==> src/rtl/sigma_delta_pkg.sv <==
// Shared types and constants for the multi-channel sigma-delta modulator.
// Holds the order-2 integrator width offsets and the frame-counter helpers.
package sigma_delta_pkg;

  // Headroom bits added to VALUE_WIDTH for the two order-2 integrators.
  localparam int unsigned I1_EXTRA_BITS = 3;
  localparam int unsigned I2_EXTRA_BITS = 5;

  // Shadow register occupancy: FREE means value_ready is high.
  typedef enum logic {
    SHADOW_FREE    = 1'b0,
    SHADOW_PENDING = 1'b1
  } shadow_state_e;

  // Per-cycle frame events derived from the frame counter.
  typedef struct packed {
    logic wrap;   // enabled cycle with the counter at its last value
    logic start;  // enabled cycle with the counter at zero
  } frame_evt_t;

  function automatic frame_evt_t frame_events(input logic enable,
                                              input logic at_first,
                                              input logic at_last);
    frame_evt_t evt;
    evt.start = enable & at_first;
    evt.wrap  = enable & at_last;
    return evt;
  endfunction

endpackage

==> src/rtl/sigma_delta_if.sv <==
// Value-update handshake between a producer and sigma_delta_mc.
// Channel k occupies value_data[k*VALUE_WIDTH +: VALUE_WIDTH], unsigned.
interface sigma_delta_if #(
  parameter int VALUE_WIDTH = 8,
  parameter int CHANNELS    = 4
) ();

  logic [CHANNELS*VALUE_WIDTH-1:0] value_data;
  logic                            value_valid;
  logic                            value_ready;

  modport master (
    output value_data,
    output value_valid,
    input  value_ready
  );

  modport slave (
    input  value_data,
    input  value_valid,
    output value_ready
  );

endinterface

==> src/rtl/sigma_delta_channel.sv <==
// One modulator loop: first order by default, second order when the macro
// SIGMA_DELTA_ORDER2_EN is defined. Output is forced to 0 while disabled.
module sigma_delta_channel
  import sigma_delta_pkg::*;
#(
  parameter int VALUE_WIDTH = 8
) (
  input  logic                   clk,
  input  logic                   reset,
  input  logic                   enable,
  input  logic [VALUE_WIDTH-1:0] value,
  output logic                   sigma_delta
);

  logic sd_q, sd_d;

`ifdef SIGMA_DELTA_ORDER2_EN
  localparam int I1_W = VALUE_WIDTH + I1_EXTRA_BITS;
  localparam int I2_W = VALUE_WIDTH + I2_EXTRA_BITS;

  logic signed [I1_W-1:0] i1_q, i1_d;
  logic signed [I2_W-1:0] i2_q, i2_d;
  logic                   y_q, y_d;
  logic signed [I1_W-1:0] x_ext;
  logic signed [I1_W-1:0] fb1;
  logic signed [I2_W-1:0] fb2;

  // Feedback is full scale (2**VALUE_WIDTH) when the last decision was 1.
  assign x_ext = {{I1_EXTRA_BITS{1'b0}}, value};
  assign fb1   = {{(I1_EXTRA_BITS-1){1'b0}}, y_q, {VALUE_WIDTH{1'b0}}};
  assign fb2   = {{(I2_EXTRA_BITS-1){1'b0}}, y_q, {VALUE_WIDTH{1'b0}}};

  always_comb begin
    i1_d = i1_q;
    i2_d = i2_q;
    y_d  = y_q;
    sd_d = 1'b0;
    if (enable) begin
      i1_d = i1_q + x_ext - fb1;
      i2_d = i2_q + {{(I2_EXTRA_BITS-I1_EXTRA_BITS){i1_d[I1_W-1]}}, i1_d} - fb2;
      y_d  = ~i2_d[I2_W-1];
      sd_d = y_d;
    end
  end

  // The loop decision y_q is held while disabled; only the port is gated.
  always_ff @(posedge clk) begin
    if (reset) begin
      i1_q <= '0;
      i2_q <= '0;
      y_q  <= 1'b0;
      sd_q <= 1'b0;
    end else begin
      i1_q <= i1_d;
      i2_q <= i2_d;
      y_q  <= y_d;
      sd_q <= sd_d;
    end
  end
`else
  logic [VALUE_WIDTH-1:0] acc_q, acc_d;
  logic [VALUE_WIDTH:0]   sum;

  // The carry out of the accumulator is the output bit.
  assign sum = {1'b0, acc_q} + {1'b0, value};

  always_comb begin
    acc_d = acc_q;
    sd_d  = 1'b0;
    if (enable) begin
      acc_d = sum[VALUE_WIDTH-1:0];
      sd_d  = sum[VALUE_WIDTH];
    end
  end

  always_ff @(posedge clk) begin
    if (reset) begin
      acc_q <= '0;
      sd_q  <= 1'b0;
    end else begin
      acc_q <= acc_d;
      sd_q  <= sd_d;
    end
  end
`endif

  assign sigma_delta = sd_q;

endmodule

==> src/rtl/sigma_delta_mc.sv <==
// Multi-channel sigma-delta modulator: frame counter, shadow/active value
// handshake and CHANNELS loops. Loop order selected by SIGMA_DELTA_ORDER2_EN.
module sigma_delta_mc
  import sigma_delta_pkg::*;
#(
  parameter int VALUE_WIDTH = 8,
  parameter int CHANNELS    = 4,
  parameter int FRAME_WIDTH = 8
) (
  input  logic                clk,
  input  logic                reset,
  input  logic                enable,
  sigma_delta_if.slave        value_if,
  output logic [CHANNELS-1:0] sigma_delta,
  output logic                frame_start
);

  localparam int DATA_W = CHANNELS * VALUE_WIDTH;

  shadow_state_e          state_q, state_d;
  logic [FRAME_WIDTH-1:0] cnt_q, cnt_d;
  logic [DATA_W-1:0]      shadow_q, shadow_d;
  logic [DATA_W-1:0]      active_q, active_d;
  logic                   frame_start_q, frame_start_d;
  frame_evt_t             evt;
  logic                   handshake;

  // Ready depends only on registered state, never on value_valid.
  assign value_if.value_ready = (state_q == SHADOW_FREE);
  assign handshake            = value_if.value_valid & value_if.value_ready;
  assign evt                  = frame_events(enable, cnt_q == '0, &cnt_q);

  always_comb begin
    // NOTE: every variable gets its default first, so no branch can infer a latch.
    state_d       = state_q;
    cnt_d         = cnt_q;
    shadow_d      = shadow_q;
    active_d      = active_q;
    frame_start_d = evt.start;

    if (enable) begin
      cnt_d = cnt_q + 1'b1;
    end

    // A handshake on a wrap cycle lands in FREE and stays pending a full frame.
    case (state_q)
      SHADOW_FREE: begin
        if (handshake) begin
          shadow_d = value_if.value_data;
          state_d  = SHADOW_PENDING;
        end
      end
      SHADOW_PENDING: begin
        if (evt.wrap) begin
          active_d = shadow_q;
          state_d  = SHADOW_FREE;
        end
      end
      default: state_d = SHADOW_FREE;
    endcase
  end

  always_ff @(posedge clk) begin
    // NOTE: non-blocking assignments so every register samples pre-edge values.
    if (reset) begin
      state_q       <= SHADOW_FREE;
      cnt_q         <= '0;
      shadow_q      <= '0;
      active_q      <= '0;
      frame_start_q <= 1'b0;
    end else begin
      state_q       <= state_d;
      cnt_q         <= cnt_d;
      shadow_q      <= shadow_d;
      active_q      <= active_d;
      frame_start_q <= frame_start_d;
    end
  end

  assign frame_start = frame_start_q;

  for (genvar k = 0; k < CHANNELS; k++) begin : g_ch
    sigma_delta_channel #(
      .VALUE_WIDTH(VALUE_WIDTH)
    ) u_ch (
      .clk        (clk),
      .reset      (reset),
      .enable     (enable),
      .value      (active_q[k*VALUE_WIDTH +: VALUE_WIDTH]),
      .sigma_delta(sigma_delta[k])
    );
  end

endmodule

==> src/flat_wrapper.sv <==
// flat-port wrapper written by rule: the top's interface ports become plain ports
module sigma_delta_mc_flat import sigma_delta_pkg::*;
#(
  parameter int VALUE_WIDTH = 8,
  parameter int CHANNELS    = 4,
  parameter int FRAME_WIDTH = 8
)
  (clk, reset, enable, sigma_delta, frame_start, value_if_value_data, value_if_value_valid, value_if_value_ready);
  sigma_delta_if #(.VALUE_WIDTH(VALUE_WIDTH), .CHANNELS(CHANNELS)) value_if_i ();
  input  logic clk;
  input  logic reset;
  input  logic enable;
  output logic [CHANNELS-1:0] sigma_delta;
  output logic frame_start;
  input wire logic [$bits(value_if_i.value_data)-1:0] value_if_value_data;
  input wire logic [$bits(value_if_i.value_valid)-1:0] value_if_value_valid;
  output wire logic [$bits(value_if_i.value_ready)-1:0] value_if_value_ready;
  assign value_if_i.value_data = value_if_value_data;
  assign value_if_i.value_valid = value_if_value_valid;
  assign value_if_value_ready = value_if_i.value_ready;
  sigma_delta_mc #(.VALUE_WIDTH(VALUE_WIDTH), .CHANNELS(CHANNELS), .FRAME_WIDTH(FRAME_WIDTH)) u_core (.clk(clk), .reset(reset), .enable(enable), .value_if(value_if_i), .sigma_delta(sigma_delta), .frame_start(frame_start));
endmodule
==> config.mk <==
export PLATFORM = sky130hd
export DESIGN_NAME = sigma_delta_mc_flat
export DESIGN_NICKNAME = d
export VERILOG_FILES = /design/src/rtl/sigma_delta_pkg.sv /design/src/rtl/sigma_delta_if.sv /design/src/rtl/sigma_delta_channel.sv /design/src/rtl/sigma_delta_mc.sv /design/src/flat_wrapper.sv
export SDC_FILE = /design/constraint.sdc
export NUM_CORES = 1
export LEC_CHECK = 0
export CAP_MARGIN = 20
export CORE_MARGIN = 5
export CORE_UTILIZATION = 35
export DETAILED_ROUTE_END_ITERATION = 12
export GPL_TIMING_DRIVEN = 0
export HOLD_SLACK_MARGIN = 0.05
export SYNTH_ARGS = -nofsm -noshare
export SYNTH_HDL_FRONTEND = slang
export SYNTH_HIERARCHICAL = 1
export SYNTH_SLANG_ARGS = --single-unit
export TNS_END_PERCENT = 1
==> constraint.sdc <==
create_clock -name clk -period 2.31 [get_ports clk]
set_input_delay 0.3465 -clock clk [delete_from_list [all_inputs] [get_ports clk]]
set_output_delay 0.3465 -clock clk [all_outputs]
set_load 0.02 [all_outputs]
Word-level counts from Yosys, hierarchy flattened. Cells that the tools add are included.

Register bits after elaboration: 110. Output and inout bits: 6.

Add/sub/neg operators: 5. Reduce and logical (&&, ||, !) cells: 5. Mux-type cells: 3. Bitwise logic cells: 5.

Operators by type and width (number): 8-bit by 8-bit adder with 9-bit output (4); 8-bit by 1-bit adder with 8-bit output, second input constant (1); 8-bit logical NOT (1); 8-bit AND reduction (1); 2-bit AND reduction (2); 1-bit bitwise AND (3); 1-bit two-way mux (2); 1-bit inverter (2); 1-bit case mux with 2 select lines (1); 2-bit OR reduction (1).

Longest topological paths before layout. Gate-level depths: netlist of the first run.

Depth after elaboration: 4. Gate-level depth with buffers: 6. Gate-level depth less buffers: 6.

Hierarchy. Netlist of the first run, hierarchy kept.

By module, submodules not included: sigma_delta_mc (times used 1, sequential area each 1481.4 um2, cells an instance 347, area each 2949.1 um2); sigma_delta_channel (times used 4, sequential area each 180.2 um2, cells an instance 72, area each 638.1 um2).

Least setup slack after synthesis of the first run. OpenSTA, ideal clock, no wires.

Path type: flip-flop to flip-flop. Start: register u_core.active_q[0]. End: register u_core.g_ch[0].u_ch.acc_q[6]. Setup time: 128 ps. Setup slack: 499 ps. Stages on the path, launching flop included: 7. Clock period less this slack: 1811 ps. Data required time: 2182 ps. Arrival: 1683 ps. Cells stage by stage: dfxtp_1 -> ha_1 -> fa_1 -> a211oi_1 -> o21bai_1 -> a211oi_1 -> o22ai_1.

Cells in the longest elaborated chain, start to end: 1.

Ends and longest elaborated chain: start, declared (RTL line sigma_delta_mc.sv:23) `logic [DATA_W-1:0] active_q, active_d;`; start signal, assigned (RTL line sigma_delta_mc.sv:75) `active_q <= active_d;`; 8-bit by 8-bit adder with 9-bit output (RTL line sigma_delta_channel.sv:65) `assign sum = {1'b0, acc_q} + {1'b0, value};`; end signal, assigned (RTL line sigma_delta_channel.sv:78) `acc_q <= '0;`; end signal, assigned (RTL line sigma_delta_channel.sv:81) `acc_q <= acc_d;`; end, declared (RTL line sigma_delta_channel.sv:61) `logic [VALUE_WIDTH-1:0] acc_q, acc_d;`.

Every way passes these cells. A chain may end at the register's enable or synchronous reset.

Worst setup path in the final report of the first run.
Start: input reset. End: register u_core.shadow_q[20].

RTL lines: start, declared (RTL line flat_wrapper.sv:11) `input logic reset;`; end signal, assigned (RTL line sigma_delta_mc.sv:74) `shadow_q <= shadow_d;`; end, declared (RTL line sigma_delta_mc.sv:22) `logic [DATA_W-1:0] shadow_q, shadow_d;`.

No word-level cell between the ends.

==> qor.log, run 1 <==
INFO  drt            drt_pre_antenna_iters=4
INFO  power          total_power=3.93mW
INFO  worst_setup_path crit_path_max_fanout=18
INFO  yosys          synth_xor_area_share=1.27%
INFO  final_layout   utilization_after_layout=42.4%
INFO  worst_setup_path regToRegStartpoint=u_core/active_q[16]
INFO  drt            post-route-drc-count=0
INFO  yosys          synth_nets=709
INFO  power          clock_power_share=43.2%
INFO  worst_setup_path cp_slowest_stage_delay=1.01ns
INFO  clock_network  clk_pin_slew=0.07ns
INFO  drt            vias=4880
INFO  grt            first_global_vias=4694
INFO  timing         finalWorstPathRequiredPeriod=2.14ns
INFO  grt            wire_length_of_the_first_global_routing_pass=22700um
INFO  worst_setup_path reg2reg_slack=0.27ns
INFO  yosys          yosys-mux-area-fraction=1.64%
INFO  worst_setup_path end_kind=flip-flop
INFO  final_layout   final_area=6500um^2
INFO  timing         fmax=0.467GHz
INFO  power          power.share.switching=22.6%
INFO  floorplan      starting_density_of_the_core=35.9%
INFO  grt            grt_antenna_before_repair=0
INFO  clock_network  root_buffer=sky130_fd_sc_hd__clkbuf_16
INFO  yosys          post_synth_num_cell_types=47
INFO  final_layout   drive_gt1_share=9.39%
INFO  yosys          syn-instance-count=635
INFO  clock_network  cts_tree=built
INFO  clock_network  clk_latency=0.36ns
INFO  yosys          synth_area=5500um^2
INFO  final_layout   area.growth.synth_to_final=18.1%
INFO  hold_path      holdCritStartpoint=u_core/shadow_q[27]
INFO  yosys          yosys-top-cells-area=sky130_fd_sc_hd__dfxtp_1 (40%), sky130_fd_sc_hd__a21oi_1 (8.3%), sky130_fd_sc_hd__ha_1 (7.7%)
INFO  yosys          dominant_combinational_cell_family_by_area_after_synthesis=compound AO/OA/AOI/OAI gates
INFO  worst_setup_path crit_buf_inv=3
INFO  drt            route.detailed.wl_per_inst=15.3um
INFO  hold_path      worst_hold_end=u_core/shadow_q[27]
INFO  placement      routabilityCongestion=0.787
INFO  drt            avgViaCountPerCell=5.40
INFO  placement      placement.io_buffers=41
INFO  timing         setup_total_negative_slack=0ns
INFO  worst_setup_path worstReg2RegEnd=u_core/g_ch[2].u_ch/acc_q[6]
INFO  grt            grt_max_degree=30
INFO  power          share_seq_of_total_power=50.0%
INFO  timing         worst_pin_slew=0.835ns
INFO  final_layout   finish.net_count=761
INFO  yosys          ys_seq_area_share=40.0%
INFO  worst_setup_path cell_breakdown_of_the_critical_path=clkdlybuf4s50_1, clkbuf_1, clkbuf_1, a21oi_1
INFO  worst_setup_path arrival=2.36ns
INFO  clock_network  hold_buffers=0
INFO  timing         final-hold-violation-count=0
INFO  floorplan      boundaryPins=42
INFO  power          peakVddDrop=368uV
INFO  worst_setup_path required=2.53ns
INFO  worst_setup_path timing.critical_path.from_type=primary input
INFO  drt            wirelength=13800um
INFO  yosys          synth_top_cell_area_share=40.0%
INFO  placement      place_hpwl=9830um
INFO  yosys          ys.warnings.count=6
INFO  clock_network  ctsLongestPathBuffers=2
INFO  final_layout   antenna-diode-count=0
INFO  worst_setup_path r2r_cells=6
INFO  hold_path      timing.hold.worst_path_depth=2
INFO  worst_setup_path timing.critical_path.slowest_stage_cell=sky130_fd_sc_hd__clkdlybuf4s50_1
INFO  power          switchingPower=889uW
INFO  timing         number_of_failing_setup_endpoints_in_the_final_timing_report=0
INFO  power          pwr_density_cell=605nW/um^2
INFO  worst_setup_path crit_type=primary input to flip-flop
INFO  timing         rsz0062_at_grt=false
INFO  power          cellLeakagePower=2.50nW
INFO  yosys          ys_seq_elements=110
INFO  clock_network  cts_max_level=3
INFO  yosys          netlist.top_cell.by_area=sky130_fd_sc_hd__dfxtp_1
INFO  power          power.combinational.fraction=6.8%
INFO  timing         maxSlewHeadroom=44.1%
INFO  clock_network  cts.sinks=110
INFO  floorplan      core-area=15300um^2
INFO  timing         finalCritPeriodShare=92.8%
INFO  floorplan      height_of_the_chip=135um
INFO  timing         final_critical_path_setup_slack=0.167ns
INFO  yosys          post_synth_and_or_nand_nor_area_fraction=18.6%
INFO  worst_setup_path worst_path_most_repeated_cell=sky130_fd_sc_hd__clkbuf_1
INFO  flow_run       drv_cap=0
INFO  grt            grt.overflow.total=0
INFO  hold_path      min_path_type=flip-flop to flip-flop
INFO  placement      place_area=6180um^2
INFO  floorplan      floorplan.die_area=18300um^2
INFO  placement      place_worst_setup_slack=-0.649ns
INFO  power          internal_dissipation=3.04mW
INFO  timing         drv_slew=0
INFO  drt            ant_nets=0
INFO  timing         finClkSkew=0.00740ns
INFO  clock_network  numCtsBuffers=9
INFO  clock_network  post-cts-setup-buffers=0
INFO  yosys          synthesis.area_per_instance=8.66um^2
INFO  status         outcome=completed
INFO  floorplan      rows=45
INFO  drt            first_iter_violations=354
INFO  floorplan      die_width=135um
INFO  worst_setup_path worst_path_dominant_cell_family=buffers and inverters
INFO  yosys          post_synthesis_share_of_cell_area_spent_on_full_adders_half_adders_and_majority_gates=9.19%
INFO  grt            grt_usage=15.2%
INFO  yosys          synth_compound_area_share=24.0%
==> sequential cells by signal, summed over array words and instances, names as in the netlist <==
| signal | flops |
|---|---|
| u_core/frame_start | 1 |
| u_core/g_ch.u_ch/sigma_delta | 4 |
| u_core/g_ch.u_ch/acc_q | 32 |
| u_core/state_q | 1 |
| u_core/cnt_q | 8 |
| u_core/active_q | 32 |
| u_core/shadow_q | 32 |
==> power groups by stage <==
stage | logic, mW | registers, mW | clock network, mW
final | 0.267 | 1.97 | 1.70
after CTS | 0.270 | 1.96 | 1.75
after floorplan | 0.145 | 2.00 | 0
after global placement | 0.265 | 2.01 | 0
after global routing | 0.295 | 1.97 | 1.83
after detailed placement | 0.269 | 2.01 | 0
==> what timing repair did <==
action | in CTS | in global routing
endpoints found under the setup margin | 32 | 28
gates cloned | 0 | 0
gates resized for setup | 1 | 2
==> cells by family after synthesis <==
| group | count (synthesis) |
|---|---|
| buffers and inverters | 57 |
| DFF | 110 |
| adders and majority gates | 38 |
| muxes | 9 |
| and+or+nand+nor | 199 |
| xor gates and xnor gates | 8 |
| AOI/OAI and AO/OA | 214 |
==> Yosys cell counts (all sizes together) <==
master and instances:
a211o 4, a211oi 16, a21o 4, a21oi 95
and2 1, and3 5, and4 1, buf 28
clkbuf 18, dfxtp 110, fa 4, ha 34
inv 11, mux2i 9, nand2 79, nand2b 13
nand3 6, nand3b 5, nand4 35, nor2 26
nor2b 5, nor3 2, nor3b 8, nor4 1
nor4b 1, o211a 4, o211ai 4, o21a 4
o21ai 35, o21bai 4, o22ai 4, o311ai 8
o31ai 32, or3 3, or3b 4, or4 4
xnor2 5, xor2 3
==> routing by layer <==
metal / vias up / track usage, % / share of wire (%)
li1: 2448 / - / -
met1: 2301 / 20.4 / 48
met2: 105 / 23.9 / 46
met3: 26 / 3.19 / 4.4
met4: 0 / 6.22 / 2.4
met5: - / 0 / 0
==> placed cells by master, fill, tap and decap left out, drive strengths merged, types with 8 or more instances in the layout <==
cell type      synthesis  routed
nand4                 35      35
a211oi                16      16
clkdlybuf4s50          0      40
o311ai                 8       8
buf                   28      28
o21ai                 35      35
nor3b                  8       8
nor2                  26      26
nand2b                13      13
nand2                 79      79
mux2i                  9       9
inv                   11      11
clkbuf                18      30
a21oi                 95      95
ha                    34      34
o31ai                 32      32
dfxtp                110     110
==> how the worst max path moves through the flow <==
stage	start	end	slack (ns)	depth (start not counted)
floorplan	u_core/active_q[0]	u_core/g_ch[0].u_ch/acc_q[6]	0.50	6
global placement	enable	u_core/active_q[16]	-0.58	6
detailed placement	enable	u_core/active_q[15]	-0.65	6
CTS	enable	u_core/active_q[15]	0.005	6
global route	reset	u_core/active_q[19]	0.08	4
finish	reset	u_core/shadow_q[20]	0.17	4
==> worst reg2reg max path, stage by stage, from the launching register on <==
cell,delay [ns]
sky130_fd_sc_hd__dfxtp_1,0.33
sky130_fd_sc_hd__ha_1,0.24
sky130_fd_sc_hd__fa_1,0.43
sky130_fd_sc_hd__a211oi_1,0.42
sky130_fd_sc_hd__o21bai_1,0.14
sky130_fd_sc_hd__a211oi_1,0.25
sky130_fd_sc_hd__o22ai_1,0.12
==> through the flow <==
step / cells / hold slack [ns]
3_5_place_dp: 887 / 0.450
2_1_floorplan: 635 / 0.437
5_1_grt: 903 / 0.475
6_report: 903 / 0.459
4_1_cts: 903 / 0.460
3_3_place_gp: 887 / 0.443
==> final cells by class <==
cell class                      instances  area (um^2)
Buffer                                 46          246
Tap cell                              211          264
Fill cell                            1530         8820
Sequential cell                       110         2200
Timing Repair Buffer                   41          405
Clock inverter                          5         82.6
Inverter                               11         41.3
Multi-Input combinational cell        468         3010
Clock buffer                           11          243
(Power assumes the default switching activity.)
==> inputs of run 2 (changes only) <==
--- a/config.mk
+++ b/config.mk
@@ -6,11 +6,12 @@
 export NUM_CORES = 1
 export LEC_CHECK = 0
 export CAP_MARGIN = 20
-export CORE_MARGIN = 5
+export CORE_MARGIN = 4
 export CORE_UTILIZATION = 35
 export DETAILED_ROUTE_END_ITERATION = 12
 export GPL_TIMING_DRIVEN = 0
 export HOLD_SLACK_MARGIN = 0.05
+export SKIP_CTS_REPAIR_TIMING = 1
 export SYNTH_ARGS = -nofsm -noshare
 export SYNTH_HDL_FRONTEND = slang
 export SYNTH_HIERARCHICAL = 1
==> qor.log, run 2 (synthesized netlist as in run 1, its figures left out) <==
INFO  power          peakVddDrop=338uV [-8.3%]
INFO  drt            first_iter_violations=362 [+2.3%]
INFO  power          power.combinational.fraction=6.6% [-0.2 points]
INFO  timing         worst_pin_slew=0.867ns [+0.0316 ns]
INFO  drt            ant_nets=0 [unchanged]
INFO  final_layout   top_regs=u_core/active_q (32), u_core/g_ch.u_ch/acc_q (32), u_core/shadow_q (32)
INFO  grt            wire_length_of_the_first_global_routing_pass=22300um [-1.6%]
INFO  power          clock_power_share=45.6% [+2.4 points]
INFO  drt            wirelength=13700um [-0.81%]
INFO  timing         fmax=0.468GHz [+0.30%]
INFO  drt            avgViaCountPerCell=5.38 [-0.45%]
INFO  grt            first_global_vias=4555 [-3.0%]
INFO  clock_network  ctsLongestPathBuffers=2 [unchanged]
INFO  grt            grt.overflow.total=0 [unchanged]
INFO  worst_setup_path arrival=2.34ns [-0.02 ns]
INFO  power          internal_dissipation=3.23mW [+6.2%]
INFO  timing         finalCritPeriodShare=92.5% [-0.28 points]
INFO  worst_setup_path r2r_cells=6 [unchanged]
INFO  drt            post-route-drc-count=0 [unchanged]
INFO  timing         final-hold-violation-count=0 [unchanged]
INFO  final_layout   drive_gt1_share=9.39% [unchanged]
INFO  final_layout   area.growth.synth_to_final=18.8%
INFO  final_layout   antenna-diode-count=0 [unchanged]
INFO  clock_network  cts_tree=built
INFO  worst_setup_path regToRegStartpoint=u_core/active_q[24]
INFO  grt            grt_antenna_before_repair=0 [unchanged]
INFO  grt            grt_max_degree=30 [unchanged]
INFO  drt            route.detailed.wl_per_inst=15.1um [-0.81%]
INFO  hold_path      timing.hold.worst_path_depth=2 [unchanged]
INFO  floorplan      die_width=133um [-1.5%]
INFO  clock_network  clk_pin_slew=0.07ns [about the same]
INFO  hold_path      holdCritStartpoint=u_core/shadow_q[27]
INFO  final_layout   area.sequential=2200um^2 [unchanged]
INFO  floorplan      floorplan.die_area=17800um^2 [-2.9%]
INFO  clock_network  numCtsBuffers=9 [unchanged]
INFO  drt            vias=4858 [-0.45%]
INFO  floorplan      boundaryPins=42 [unchanged]
INFO  drt            drt_pre_antenna_iters=5 [+1]
INFO  floorplan      starting_density_of_the_core=35.9% [unchanged]
INFO  worst_setup_path required=2.51ns [-0.02 ns]
INFO  power          cellLeakagePower=2.52nW [+0.68%]
INFO  status         outcome=completed
INFO  final_layout   fillerInstances=1523 [-0.46%]
INFO  final_layout   finish.net_count=761 [unchanged]
INFO  floorplan      core-area=15300um^2 [unchanged]
INFO  flow_run       drv_cap=0 [unchanged]
INFO  timing         finClkSkew=0.00856ns [+0.00116 ns]
INFO  grt            grt_usage=15.2% [+0.019 points]
INFO  power          switchingPower=875uW [-1.6%]
INFO  worst_setup_path reg2reg_slack=0.26ns [about the same]
INFO  final_layout   multiInputGateArea=3010um^2 [unchanged]
INFO  timing         rsz0062_at_grt=false
INFO  final_layout   final_common_cell=sky130_fd_sc_hd__dfxtp_1
INFO  power          share_seq_of_total_power=47.9% [-2.1 points]
INFO  final_layout   layout.cells.most_common_list=sky130_fd_sc_hd__dfxtp_1 (110), sky130_fd_sc_hd__a21oi_1 (91), sky130_fd_sc_hd__nand2_1 (79), sky130_fd_sc_hd__clkdlybuf4s50_1 (40)
INFO  worst_setup_path crit_type=primary input to flip-flop
INFO  clock_network  cts_max_level=3 [unchanged]
INFO  worst_setup_path crit_path_max_fanout=18 [unchanged]
INFO  timing         maxSlewHeadroom=42.0% [-2.1 points]
INFO  floorplan      height_of_the_chip=133um [-1.5%]
INFO  power          power.share.switching=21.3% [-1.3 points]
INFO  power          pwr_density_cell=628nW/um^2 [+3.8%]
INFO  clock_network  clk_latency=0.35ns [about the same]
INFO  worst_setup_path timing.critical_path.from=reset
INFO  placement      routabilityCongestion=0.799 [+1.4%]
INFO  worst_setup_path worstReg2RegEnd=u_core/g_ch[3].u_ch/acc_q[6]
INFO  worst_setup_path end_kind=flip-flop
INFO  clock_network  root_buffer=sky130_fd_sc_hd__clkbuf_16
INFO  hold_path      worst_hold_end=u_core/shadow_q[27]
INFO  worst_setup_path timing.critical_path.from_type=primary input
INFO  placement      placement.io_buffers=41 [unchanged]
INFO  placement      place_hpwl=9760um [-0.65%]
INFO  hold_path      min_path_type=flip-flop to flip-flop
INFO  clock_network  cts.sinks=110 [unchanged]
INFO  final_layout   utilization_after_layout=42.7% [+0.25 points]
INFO  timing         finalWorstPathRequiredPeriod=2.14ns [-0.00637 ns]
INFO  floorplan      rows=45 [unchanged]
INFO  timing         number_of_failing_setup_endpoints_in_the_final_timing_report=0 [unchanged]
INFO  timing         drv_slew=0 [unchanged]
INFO  timing         hold_ws=0.458ns [-0.00102 ns]
==> run 2: changes by cell type in the layout (fill, tap and decap cells not counted), sizes merged <==
cell	delta
clkbuf	-1
clkinv	-1
bufinv	+2
==> run 2: worst max-delay path by stage <==
stage                                    to  slack, ns  cells after the start
5_1_grt                 u_core/active_q[24]       0.02                      4
2_1_floorplan  u_core/g_ch[0].u_ch/acc_q[6]       0.50                      6
6_report                u_core/shadow_q[19]       0.17                      4
3_5_place_dp            u_core/active_q[18]      -0.65                      6
4_1_cts                 u_core/active_q[18]      -0.27                      6
3_3_place_gp            u_core/active_q[16]      -0.59                      6
==> run 2: power groups by stage <==
stage | Combinational, mW | Sequential, mW | Clock [mW]
2_1_floorplan | 0.145 | 2.00 | 0
3_3_place_gp | 0.265 | 2.01 | 0
3_5_place_dp | 0.271 | 2.01 | 0
4_1_cts | 0.272 | 1.96 | 1.93
5_1_grt | 0.298 | 1.97 | 1.98
6_report | 0.270 | 1.96 | 1.87
==> run 2: worst max-delay path: stages <==
cell and delay (ns):
sky130_fd_sc_hd__clkdlybuf4s50_1 1.04, sky130_fd_sc_hd__clkbuf_1 0.37, sky130_fd_sc_hd__clkbuf_1 0.48, sky130_fd_sc_hd__a21oi_1 0.09
==> run 2: layout make-up <==
class                           instances  share of cell area [%]
Multi-Input combinational cell        468                    46.1
Sequential cell                       110                    33.7
Timing Repair Buffer                   41                    6.20
Tap cell                              211                    4.04
Buffer                                 46                    3.77
Clock buffer                           10                    3.50
Clock inverter                          6                    2.05
Inverter                               11                   0.632
==> run 2: metrics by stage <==
| stage | power [mW] | setup WS [ns] | area (um^2) | TNS (ns) | instances |
|---|---|---|---|---|---|
| finish | 4.11 | 0.173 | 6530 | 0 | 903 |
| global route | 4.25 | 0.0250 | 6530 | 0 | 903 |
| CTS | 4.16 | -0.271 | 6540 | -5.97 | 903 |
| detailed placement | 2.28 | -0.648 | 6180 | -26.79 | 887 |
| global placement | 2.27 | -0.594 | 6180 | -24.28 | 887 |
| floorplan | 2.15 | 0.499 | 5500 | 0 | 635 |
==> run 2: per-layer routing <==
metal	track usage [%]	vias to the layer above	wire (um)
li1	-	2448	-
met1	20.7	2291	6660
met2	24.0	104	6200
met3	2.68	15	573
met4	6.23	0	242
met5	0	-	0
